[src/rtl/mc_control.sv]
// mc_control: multi-cycle CPU control FSM (FETCH/DECODE/EXEC/MEM/WB/TRAP).
// All outputs are registered: a strobe decided in a given cycle is visible
// during the following cycle (the cycle of the state being entered).
// Optional feature: define OVERFLOW_TRAP_EN to trap on add-class overflow.
module mc_control #(
  parameter int TIMEOUT = 15
) (
  input  logic        clk,
  input  logic        reset,
  input  logic [31:0] instr,
  input  logic        mem_ready,
  input  logic        zero,
  input  logic        overflow,
  output logic [5:0]  alu_control,
  output logic        ir_write,
  output logic        pc_write,
  output logic        reg_write,
  output logic        mem_read,
  output logic        mem_write,
  output logic [1:0]  pc_src,
  output logic        exception,
  output logic [1:0]  exc_cause,
  output logic [2:0]  state
);

  localparam int CNT_W = $clog2(TIMEOUT + 1);
  // A wait cycle that starts with the counter here would make it reach TIMEOUT.
  localparam logic [CNT_W-1:0] LAST_WAIT = CNT_W'(TIMEOUT - 1);

  localparam logic [1:0] PC_SEQ     = 2'd0;
  localparam logic [1:0] PC_BRANCH  = 2'd1;
  localparam logic [1:0] PC_JUMP    = 2'd2;

  localparam logic [1:0] CAUSE_ILLEGAL  = 2'd1;
  localparam logic [1:0] CAUSE_BUS      = 2'd2;
  localparam logic [1:0] CAUSE_OVERFLOW = 2'd3;

  typedef enum logic [2:0] {
    S_FETCH  = 3'd0,
    S_DECODE = 3'd1,
    S_EXEC   = 3'd2,
    S_MEM    = 3'd3,
    S_WB     = 3'd4,
    S_TRAP   = 3'd5
  } state_t;

  // Instruction class remembered from DECODE, since instr is only valid there.
  typedef enum logic [1:0] {
    K_ALU    = 2'd0,
    K_BRANCH = 2'd1,
    K_LOAD   = 2'd2,
    K_STORE  = 2'd3
  } kind_t;

  state_t           state_q;
  kind_t            kind_q;
  logic [5:0]       alu_q;
  logic [CNT_W-1:0] wait_q;
  logic             ir_write_q;
  logic             pc_write_q;
  logic             reg_write_q;
  logic             mem_read_q;
  logic             mem_write_q;
  logic [1:0]       pc_src_q;
  logic             exception_q;
  logic [1:0]       exc_cause_q;

  logic [5:0] opcode_s;
  logic [5:0] funct_s;
  logic [5:0] dec_alu_s;
  kind_t      dec_kind_s;
  logic       dec_legal_s;
  logic       dec_jump_s;
  logic       ovf_trap_s;
  logic       unused_s;

  assign opcode_s = instr[31:26];
  assign funct_s  = instr[5:0];

  // Opcode/funct decode; only consumed while in DECODE.
  always_comb begin
    dec_alu_s   = 6'd0;
    dec_kind_s  = K_ALU;
    dec_legal_s = 1'b1;
    dec_jump_s  = 1'b0;
    case (opcode_s)
      6'd0: begin
        case (funct_s)
          6'd32, 6'd34, 6'd36, 6'd37, 6'd39, 6'd42: dec_alu_s = funct_s;
          default: dec_legal_s = 1'b0;
        endcase
      end
      6'd8, 6'd10, 6'd12, 6'd13: dec_alu_s = opcode_s;
      6'd15: dec_alu_s = 6'd9;
      6'd1, 6'd4, 6'd5: begin
        dec_alu_s  = opcode_s;
        dec_kind_s = K_BRANCH;
      end
      6'd35: begin
        dec_alu_s  = 6'd32;
        dec_kind_s = K_LOAD;
      end
      6'd43: begin
        dec_alu_s  = 6'd32;
        dec_kind_s = K_STORE;
      end
      6'd2: dec_jump_s = 1'b1;
      default: dec_legal_s = 1'b0;
    endcase
  end

`ifdef OVERFLOW_TRAP_EN
  // Any add-class operation (alu 32 or 8) that overflows in EXEC traps,
  // including the lw/sw address add.
  assign ovf_trap_s = overflow && ((alu_q == 6'd32) || (alu_q == 6'd8));
  assign unused_s   = ^instr[25:6];
`else
  assign ovf_trap_s = 1'b0;
  assign unused_s   = ^{instr[25:6], overflow};
`endif

  // Single registered FSM: state, wait counter, latched decode and all outputs.
  always_ff @(posedge clk) begin
    if (reset) begin
      state_q     <= S_FETCH;
      kind_q      <= K_ALU;
      alu_q       <= 6'd0;
      wait_q      <= '0;
      ir_write_q  <= 1'b0;
      pc_write_q  <= 1'b0;
      reg_write_q <= 1'b0;
      mem_read_q  <= 1'b0;
      mem_write_q <= 1'b0;
      pc_src_q    <= PC_SEQ;
      exception_q <= 1'b0;
      exc_cause_q <= 2'd0;
    end else begin
      // Strobes are single-cycle unless a state explicitly re-asserts them.
      ir_write_q  <= 1'b0;
      pc_write_q  <= 1'b0;
      reg_write_q <= 1'b0;
      mem_read_q  <= 1'b0;
      mem_write_q <= 1'b0;
      pc_src_q    <= PC_SEQ;
      case (state_q)
        S_FETCH: begin
          if (mem_ready) begin
            ir_write_q <= 1'b1;
            pc_write_q <= 1'b1;
            state_q    <= S_DECODE;
          end else if (wait_q == LAST_WAIT) begin
            state_q     <= S_TRAP;
            exception_q <= 1'b1;
            exc_cause_q <= CAUSE_BUS;
          end else begin
            wait_q     <= wait_q + 1'b1;
            mem_read_q <= 1'b1;
          end
        end
        S_DECODE: begin
          alu_q  <= dec_alu_s;
          kind_q <= dec_kind_s;
          if (!dec_legal_s) begin
            state_q     <= S_TRAP;
            exception_q <= 1'b1;
            exc_cause_q <= CAUSE_ILLEGAL;
          end else if (dec_jump_s) begin
            pc_write_q <= 1'b1;
            pc_src_q   <= PC_JUMP;
            state_q    <= S_FETCH;
            wait_q     <= '0;
            mem_read_q <= 1'b1;
          end else begin
            state_q <= S_EXEC;
          end
        end
        S_EXEC: begin
          if (ovf_trap_s) begin
            state_q     <= S_TRAP;
            exception_q <= 1'b1;
            exc_cause_q <= CAUSE_OVERFLOW;
          end else begin
            case (kind_q)
              K_BRANCH: begin
                pc_write_q <= zero;
                pc_src_q   <= zero ? PC_BRANCH : PC_SEQ;
                state_q    <= S_FETCH;
                wait_q     <= '0;
                mem_read_q <= 1'b1;
              end
              K_LOAD: begin
                state_q    <= S_MEM;
                wait_q     <= '0;
                mem_read_q <= 1'b1;
              end
              K_STORE: begin
                state_q     <= S_MEM;
                wait_q      <= '0;
                mem_write_q <= 1'b1;
              end
              default: begin
                state_q     <= S_WB;
                reg_write_q <= 1'b1;
              end
            endcase
          end
        end
        S_MEM: begin
          if (mem_ready) begin
            if (kind_q == K_LOAD) begin
              state_q     <= S_WB;
              reg_write_q <= 1'b1;
            end else begin
              state_q    <= S_FETCH;
              wait_q     <= '0;
              mem_read_q <= 1'b1;
            end
          end else if (wait_q == LAST_WAIT) begin
            state_q     <= S_TRAP;
            exception_q <= 1'b1;
            exc_cause_q <= CAUSE_BUS;
          end else begin
            wait_q      <= wait_q + 1'b1;
            mem_read_q  <= (kind_q == K_LOAD);
            mem_write_q <= (kind_q == K_STORE);
          end
        end
        S_WB: begin
          state_q    <= S_FETCH;
          wait_q     <= '0;
          mem_read_q <= 1'b1;
        end
        S_TRAP: begin
          // Sticky until reset; exception and cause hold, strobes stay low.
          state_q <= S_TRAP;
        end
        default: begin
          state_q <= S_FETCH;
          wait_q  <= '0;
        end
      endcase
    end
  end

  assign alu_control = alu_q;
  assign ir_write    = ir_write_q;
  assign pc_write    = pc_write_q;
  assign reg_write   = reg_write_q;
  assign mem_read    = mem_read_q;
  assign mem_write   = mem_write_q;
  assign pc_src      = pc_src_q;
  assign exception   = exception_q;
  assign exc_cause   = exc_cause_q;
  assign state       = state_q;

endmodule

[config.mk]
export PLATFORM = sky130hd
export DESIGN_NAME = mc_control
export DESIGN_NICKNAME = d
export VERILOG_FILES = /design/src/rtl/mc_control.sv
export SDC_FILE = /design/constraint.sdc
export NUM_CORES = 1
export LEC_CHECK = 0
export BUFFER_PORTS_ARGS = -buffer_cell sky130_fd_sc_hd__buf_2
export CAP_MARGIN = 40
export CORE_AREA = 3 3 60 62
export CTS_BUF_LIST = sky130_fd_sc_hd__clkbuf_2
export DETAILED_ROUTE_END_ITERATION = 6
export DIE_AREA = 0 0 63 65
export PLACE_DENSITY_LB_ADDON = 0.25
export SLEW_MARGIN = 20
export SYNTH_ARGS = -nofsm -noshare
export SYNTH_HDL_FRONTEND = slang
export SYNTH_SLANG_ARGS = --single-unit
[constraint.sdc]
create_clock -name clk -period 1.97 [get_ports clk]
set_input_delay 0.0985 -clock clk [delete_from_list [all_inputs] [get_ports clk]]
set_output_delay 0.0985 -clock clk [all_outputs]
set_load 0.005 [all_outputs]
# Word-level counts from Yosys, hierarchy flattened
# Index checks and enable logic that the tools add are counted.
# word_totals
latchBits,0
regBits,25
wordCells,119
in_bits,37
romBits,0
ramBits,0
memories,0
output_inout_bits,19
# classes
n_eq_ne,34
order_cmp,0
addsub,1
n_mul,0
div,0
n_bitwise,2
mux,55
reduce_logical,15
shift,0
# op_table
cell,count
$eq 6x6->1 const B,8
$eq 6x4->1 const B,5
$mux 4,7
$pmux 6 s4,1
$mux 1,23
$pmux 4 s5,1
$mux 3,5
$pmux 3 s5,1
$eq 6x3->1 const B,2
$mux 2,6
$ne 2x2->1 const B,6
$reduce_or 11->1,1
$reduce_or 2->1,5
$pmux 1 s2,4
$pmux 2 s2,2
$reduce_or 7->1,1
$eq 3x2->1 const B,2
$eq 3x3->1 const B,2
$eq 6x1->1 const B,1
$eq 6x2->1 const B,1
$logic_not 6->1,1
$mux 6,1
$pmux 2 s3,1
$pmux 3 s2,1
16 further kinds,19

# Logic depth before layout (Yosys ltp)
# Gate-level depths: netlist (run 1).
# depth
ltp_word,6
mapped_depth,6
ltp_nobuf,6

# Least setup slack after synthesis (run 1)
# No wires, ideal clock.
# synth_timing
kind,flip-flop to flip-flop
startpoint,reg wait_q[0]
endpoint,reg exc_cause_q[0] (netlist: exc_cause[0])
required_ns,1.838
slack_ns,0.377
arrival_ns,1.461
setup_time_ns,0.132
synth_period_minus_slack_ns,1.593
path_stages_with_launch,7
path_cell_list,dfxtp_1 > inv_1 > ha_1 > nand3_1 > a2111oi_1 > or3b_2 > o41ai_2
# synth_between
elab_chain_len,3
# synth_rtl
element,line,text
"start, declared",58,logic [CNT_W-1:0] wait_q;
"start signal, assigned",156,wait_q <= wait_q + 1'b1;
"start signal, assigned",223,wait_q <= wait_q + 1'b1;
$eq 4x4->1,"151, 218",
$ne 2x1->1 (no line),n/a,
$reduce_and 4->1 (no line),n/a,
"end signal, assigned",154,exc_cause_q <= CAUSE_BUS;
"end signal, assigned",166,exc_cause_q <= CAUSE_ILLEGAL;
"end signal, assigned",221,exc_cause_q <= CAUSE_BUS;
"end, declared",66,logic [1:0] exc_cause_q;
# Every way passes these cells.
# A chain may end at the register's enable or synchronous reset.

# Final worst setup path (run 1)
# layout_timing
startpoint,reg state_q[2] (netlist: state[2])
endpoint,reg alu_q[5] (netlist: alu_control[5])
# layout_between
elab_chain_len,1
# layout_rtl
element,line,text
"start, declared",55,state_t state_q;
"start signal, assigned",125,state_q <= S_FETCH;
"start signal, assigned",150,state_q <= S_DECODE;
"start signal, assigned",152,state_q <= S_TRAP;
$eq 3x1->1,145,case (state_q)
"end signal, assigned",161,alu_q <= dec_alu_s;
"end, declared",57,logic [5:0] alu_q;
# Every way passes these cells.

==> results of run 1 <==
[cells in the mapped netlist (3+ instances only)]
library cell  number  area [µm²]
nor2_1             9        33.8
ha_1               6        75.1
nand3b_1           5        37.5
buf_2              8        40.0
and2_1             4        25.0
nand2_1           13        48.8
inv_1              5        18.8
nand2b_1           4        25.0
a211oi_1           5        37.5
o21ai_0           10        50.1
a21oi_1           11        55.1
o21ai_1            3        15.0
a31oi_1            7        43.8
dfxtp_1           25         500
nor3_1             5        25.0
nor4b_1            3        26.3
clkbuf_1           3        11.3
nand3_1            4        20.0
[how the worst max path moves through the flow]
stage | startpoint | endpoint | slack (ns) | cells past startpoint
floorplan | wait_q[0] | exc_cause[0] | 0.38 | 6
detailed placement | state[0] | alu_control[5] | 0.27 | 4
global placement | state[2] | alu_control[3] | 0.35 | 4
finish | state[2] | alu_control[5] | 0.22 | 4
global route | state[0] | wait_q[3] | 0.06 | 5
CTS | state[2] | alu_control[5] | 0.23 | 4
[placed cells by master (no fill, tap or decap), types with 3 or more instances in the layout]
cell type,instances
nor4b_1,3
nor2_1,9
o21ai_0,10
a211oi_1,5
a31oi_1,7
inv_1,5
and2_1,4
clkbuf_2,3
ha_1,6
nand2_1,13
buf_2,34
dfxtp_1,25
buf_4,5
nand2b_1,4
nor3_1,5
nand3b_1,5
nand3_1,4
a21oi_1,11
o21ai_1,3
[state kept, by name, indices dropped and copies added, names as in the netlist]
signal and cells:
ir_write 1, wait_q 4, mem_read 1, state 3
kind_q 2, reg_write 1, pc_write 1, exc_cause 2
alu_control 6, pc_src 2, exception 1, mem_write 1
[report_power, final]
part	total, mW	internal [mW]	switching (mW)
Combinational	0.389	0.164	0.225
Sequential	0.589	0.546	0.0430
Clock	0.202	0.0461	0.156
[routing by layer]
layer,track usage,wire [µm],vias up
li1,-,-,777
met5,0,0,-
met1,0.266,1840,754
met2,0.335,1810,62
met4,0.0523,36,0
met3,0.0225,231,6
[cell families after synthesis]
family                     synth area share
AOI/OAI and AO/OA                     0.292
muxes                                0.0140
buffers and inverters                0.0574
DFF                                   0.310
and+or+nand+nor                       0.279
adders and majority gates            0.0465
[final cells by class]
| cell class | count | share of cell area |
|---|---|---|
| multi-input combinational | 145 | 0.560 |
| sequential | 25 | 0.275 |
| timing repair buffer | 39 | 0.114 |
| tap | 44 | 0.0302 |
| inverter | 5 | 0.0103 |
| clock buffer | 3 | 0.00824 |
| clock inverter | 1 | 0.00275 |
[worst reg2reg max path: cells and delay by family, from the launching register on]
family / cells / cell delay, ns
AO/OA/AOI/OAI: 2 / 0.36
AND/OR/NAND/NOR: 2 / 0.83
flip-flops: 1 / 0.52
[stage by stage]
stage	instances	total power, mW	instance area, µm²
after floorplan	189	0.874	1610
after global placement	258	0.962	1800
after detailed placement	258	0.981	1800
after CTS	262	1.18	1820
after global routing	262	1.26	1820
final	262	1.18	1820
==> results.txt, run 1 <==
top_reg_cell synth - dfxtp_1
flop2flop setup slack - 0.22 ns
CP most frequent cell - o21ai_0
gr ovfl total - 0
Fill cells - 292
pins over their slew limit - 0
critical path cell sequence - or3b_2 -> nor3_1 -> o21ai_0 -> o21ai_0
fraction of registers with async set/reset - 0
Hold Path Stages - 3
routability cong. - 0.858
Mapped Cells - 189
ANT cells - 0
register area - 500 µm²
Chip Height - 65 µm
H-tree levels - 1
Hold-fix buffers, CTS - 0
Avg WL per Cell - 14.9 µm
clk slew on worst S/H paths - 0.24 ns
Initial Utilization - 0.524
Peak VDD IR - 0.000334 V
final worst slack - 0.216 ns
worst-margin pin slew - 0.496 ns
crit-path leading delay family - simple AND/OR/NAND/NOR gates
port bufs - 34
Final Net Count - 262
die extent in x - 63 µm
LEAKAGE - 0.743 nW
WHS - 0.0459 ns
Layout area overhead - 13.0%
final period utilization - 0.890
clk root buf - clkbuf_2
CP peak stage delay - 0.65 ns
first-pass GRT wire length - 6630 µm
multi-input gate area in the final layout - 1020 µm²
# setup viols final - 0
layout cell share with drive strength beyond 1 - 0.261
Core Util, Final - 0.592
synth unique cells - 62
CP arrival - 2.05 ns
Setup crit end kind - flip-flop
Syn Nets - 232
DRT Pass-1 Iters - 4
EDFF count, synth - 0
FF+latch count, synth - 25
Power Dens Cells - 648 nW/µm²
initial antenna violation count - 0
largest fanout on the critical path - 15
clk sinks - 25
synthesized area per cell - 8.53 µm²
largest net degree at the start of global routing - 24
Seq/Total Area, Yosys - 0.310
fmax - 0.570 GHz
Top Ports - 56
final hold vios - 0
WL final - 3910 µm
Routed Antenna Nets - 0
RSZ-0062 raised after global routing - false
WP buf/inv - 0
r2r startpoint - state[2]
worst min-delay path category - input pin to flip-flop
cts repair resizes - 0
global-route usage over all layers - 0.198
r2r worst-path depth - 4
CORE AREA - 3080 µm²
DRT iter0 DRCs - 117
crit path max-delay cell type - or3b_2
worst hold endpoint - pc_src[0]
row count - 20
die area - 4100 µm²
max-cap viol count - 0
CTS tree - yes
Cell Area, Synth - 1610 µm²
Req. time, crit path - 2.27 ns
Yosys warnings - 0
HP Start - zero
Setup Skew - 0.00562 ns
status - completed
post-CTS setup buffers - 0
DR vias/cell - 6.10
Vias - 1599
Final min period - 1.75 ns
Startpoint Class - flip-flop
setup_tns - 0 ns
Crit Path Category - flip-flop to flip-flop
Critical R2R Capture - alu_control[5]
post-DP HPWL - 2900 µm
vias in the first global route - 1479
relative slew slack - 0.664
Clk Latency, worst-skew pair - 0.34 ns
DRC Markers - 0
CTS Buffer Depth - 2
Setup WS pre-CTS - 0.267 ns
CTS buffer count - 3
Power figures use the tool's default switching activity.
==> inputs of run 2 (changes only) <==
--- a/config.mk
+++ b/config.mk
@@ -11,7 +11,9 @@
 export CTS_BUF_LIST = sky130_fd_sc_hd__clkbuf_2
 export DETAILED_ROUTE_END_ITERATION = 6
 export DIE_AREA = 0 0 63 65
+export MAX_ROUTING_LAYER = met4
 export PLACE_DENSITY_LB_ADDON = 0.25
+export RECOVER_POWER = 50
 export SLEW_MARGIN = 20
 export SYNTH_ARGS = -nofsm -noshare
 export SYNTH_HDL_FRONTEND = slang
==> run 2 against run 1 <==
  * First-iteration DRC count shrank 0.85%
  * Setup slack lost 0.019 ns
  * Count of clock-buffer cells in the layout is the same
  * Die area is the same
  * Sequential power is essentially flat
  * Non-clock buffer count is the same
  * Worst hold slack gained 0.0061 ns
  * Highest routed layer unchanged
==> results.txt, run 2 (same netlist as run 1, synthesis figures left out) <==
met2 GRT Util - 0.335
die area - 4100 µm²
vias in the first global route - 1477
CTS Buffer Depth - 2
Area after DPL - 1800 µm²
worst min-delay path category - input pin to flip-flop
final period utilization - 0.900
Avg WL per Cell - 14.9 µm
DR vias/cell - 6.08
DRT iter0 DRCs - 116
cts repair resizes - 0
max-cap viol count - 0
first-pass GRT wire length - 6640 µm
Clk Latency, worst-skew pair - 0.34 ns
initial antenna violation count - 0
worst-margin pin slew - 0.496 ns
row count - 20
CTS tree - yes
die extent in x - 63 µm
Crit Path Category - flip-flop to flip-flop
fmax - 0.564 GHz
CORE AREA - 3080 µm²
max reg flops - 6
global-route usage over all layers - 0.204
Fill cells - 300
Peak VDD IR - 0.000334 V
Final min period - 1.77 ns
Core Util, Final - 0.588
final hold vios - 0
most frequent cells in the layout - buf_2 (28), dfxtp_1 (25), nand2_1 (13)
GR met1 Demand/Resource - 0.267
WL final - 3890 µm
Hold-fix buffers, CTS - 0
GR met3 Demand/Resource - 0.0225
largest net degree at the start of global routing - 24
clk slew on worst S/H paths - 0.24 ns
commonest non-fill, non-tap cell in the layout - buf_2
pins over their slew limit - 0
# setup viols final - 0
Chip Height - 65 µm
status - completed
Net Sw Power - 0.421 mW
largest fanout on the critical path - 9
CTS buffer count - 3
Setup Skew - 0.00947 ns
post-CTS setup buffers - 0
Clock power frac - 0.171
Req. time, crit path - 2.24 ns
relative slew slack - 0.665
setup_tns - 0 ns
Initial Utilization - 0.524
Net Sw Frac - 0.359
DRC Markers - 0
Startpoint Class - flip-flop
Power Dens Cells - 649 nW/µm²
Routed Antenna Nets - 0
logic gate share of total power - 0.329
layer with the highest usage - met2
WHS - 0.0519 ns
LEAKAGE - 0.714 nW
Vias - 1593
sequential power share - 0.501
ANT cells - 0
RSZ-0062 raised after global routing - false
port bufs - 34
gr ovfl total - 0
clk sinks - 25
layout cell share with drive strength beyond 1 - 0.229
H-tree levels - 1
Layout area overhead - 12.3%
CP arrival - 2.05 ns
Top Ports - 56
DRT Pass-1 Iters - 4
post-DP HPWL - 2900 µm
Setup crit end kind - flip-flop
Final Net Count - 262
P_int - 0.753 mW
clk root buf - clkbuf_2
routability cong. - 0.872
final instance area - 1810 µm²
run 2: layout make-up:
class / count / area, µm² / area share
repair buffers: 39 / 196 / 0.108
clock buffers: 3 / 15.0 / 0.00829
clock inverters: 1 / 5.00 / 0.00276
well taps: 44 / 55.1 / 0.0304
multi-input cells: 145 / 1020 / 0.563
flip-flops and latches: 25 / 500 / 0.276
inverters: 5 / 18.8 / 0.0104
run 2: stage by stage:
step                      instances  total power, mW  setup WS [ns]
final                           262             1.17          0.197
after global routing            262             1.26         0.0632
after CTS                       262             1.18          0.227
after detailed placement        258            0.981          0.267
after global placement          258            0.962          0.352
after floorplan                 189            0.874          0.377
run 2: power groups by stage:
stage               clock network [mW]  logic (mW)  registers [mW]
floorplan                            0       0.293           0.581
global placement                     0       0.369           0.593
detailed placement                   0       0.384           0.597
CTS                              0.207       0.385           0.587
global route                     0.226       0.433           0.598
finish                           0.200       0.386           0.588
run 2: worst max-delay path: stages (launching register included):
cell and delay (ns):
dfxtp_1 0.50, clkbuf_1 0.37, inv_1 0.14, or3_1 0.39, a41oi_1 0.20, o21ai_1 0.08
run 2: final timing paths:
| path | start | to | slack (ns) | depth (start not counted) |
|---|---|---|---|---|
| worst max-delay path | state[1] | state[2] | 0.20 | 5 |
| worst min-delay path | zero | pc_src[0] | 0.05 | 3 |
| worst max register to register | state[1] | state[2] | 0.20 | 5 |
| worst min register to register | alu_control[3] | alu_control[3] | 0.48 | 2 |
run 2: metal layers:
metal / part of all wire / up-vias
met4: 0.0087 / 0
li1: - / 776
met2: 0.46 / 61
met5: 0 / -
met1: 0.47 / 752
met3: 0.061 / 4
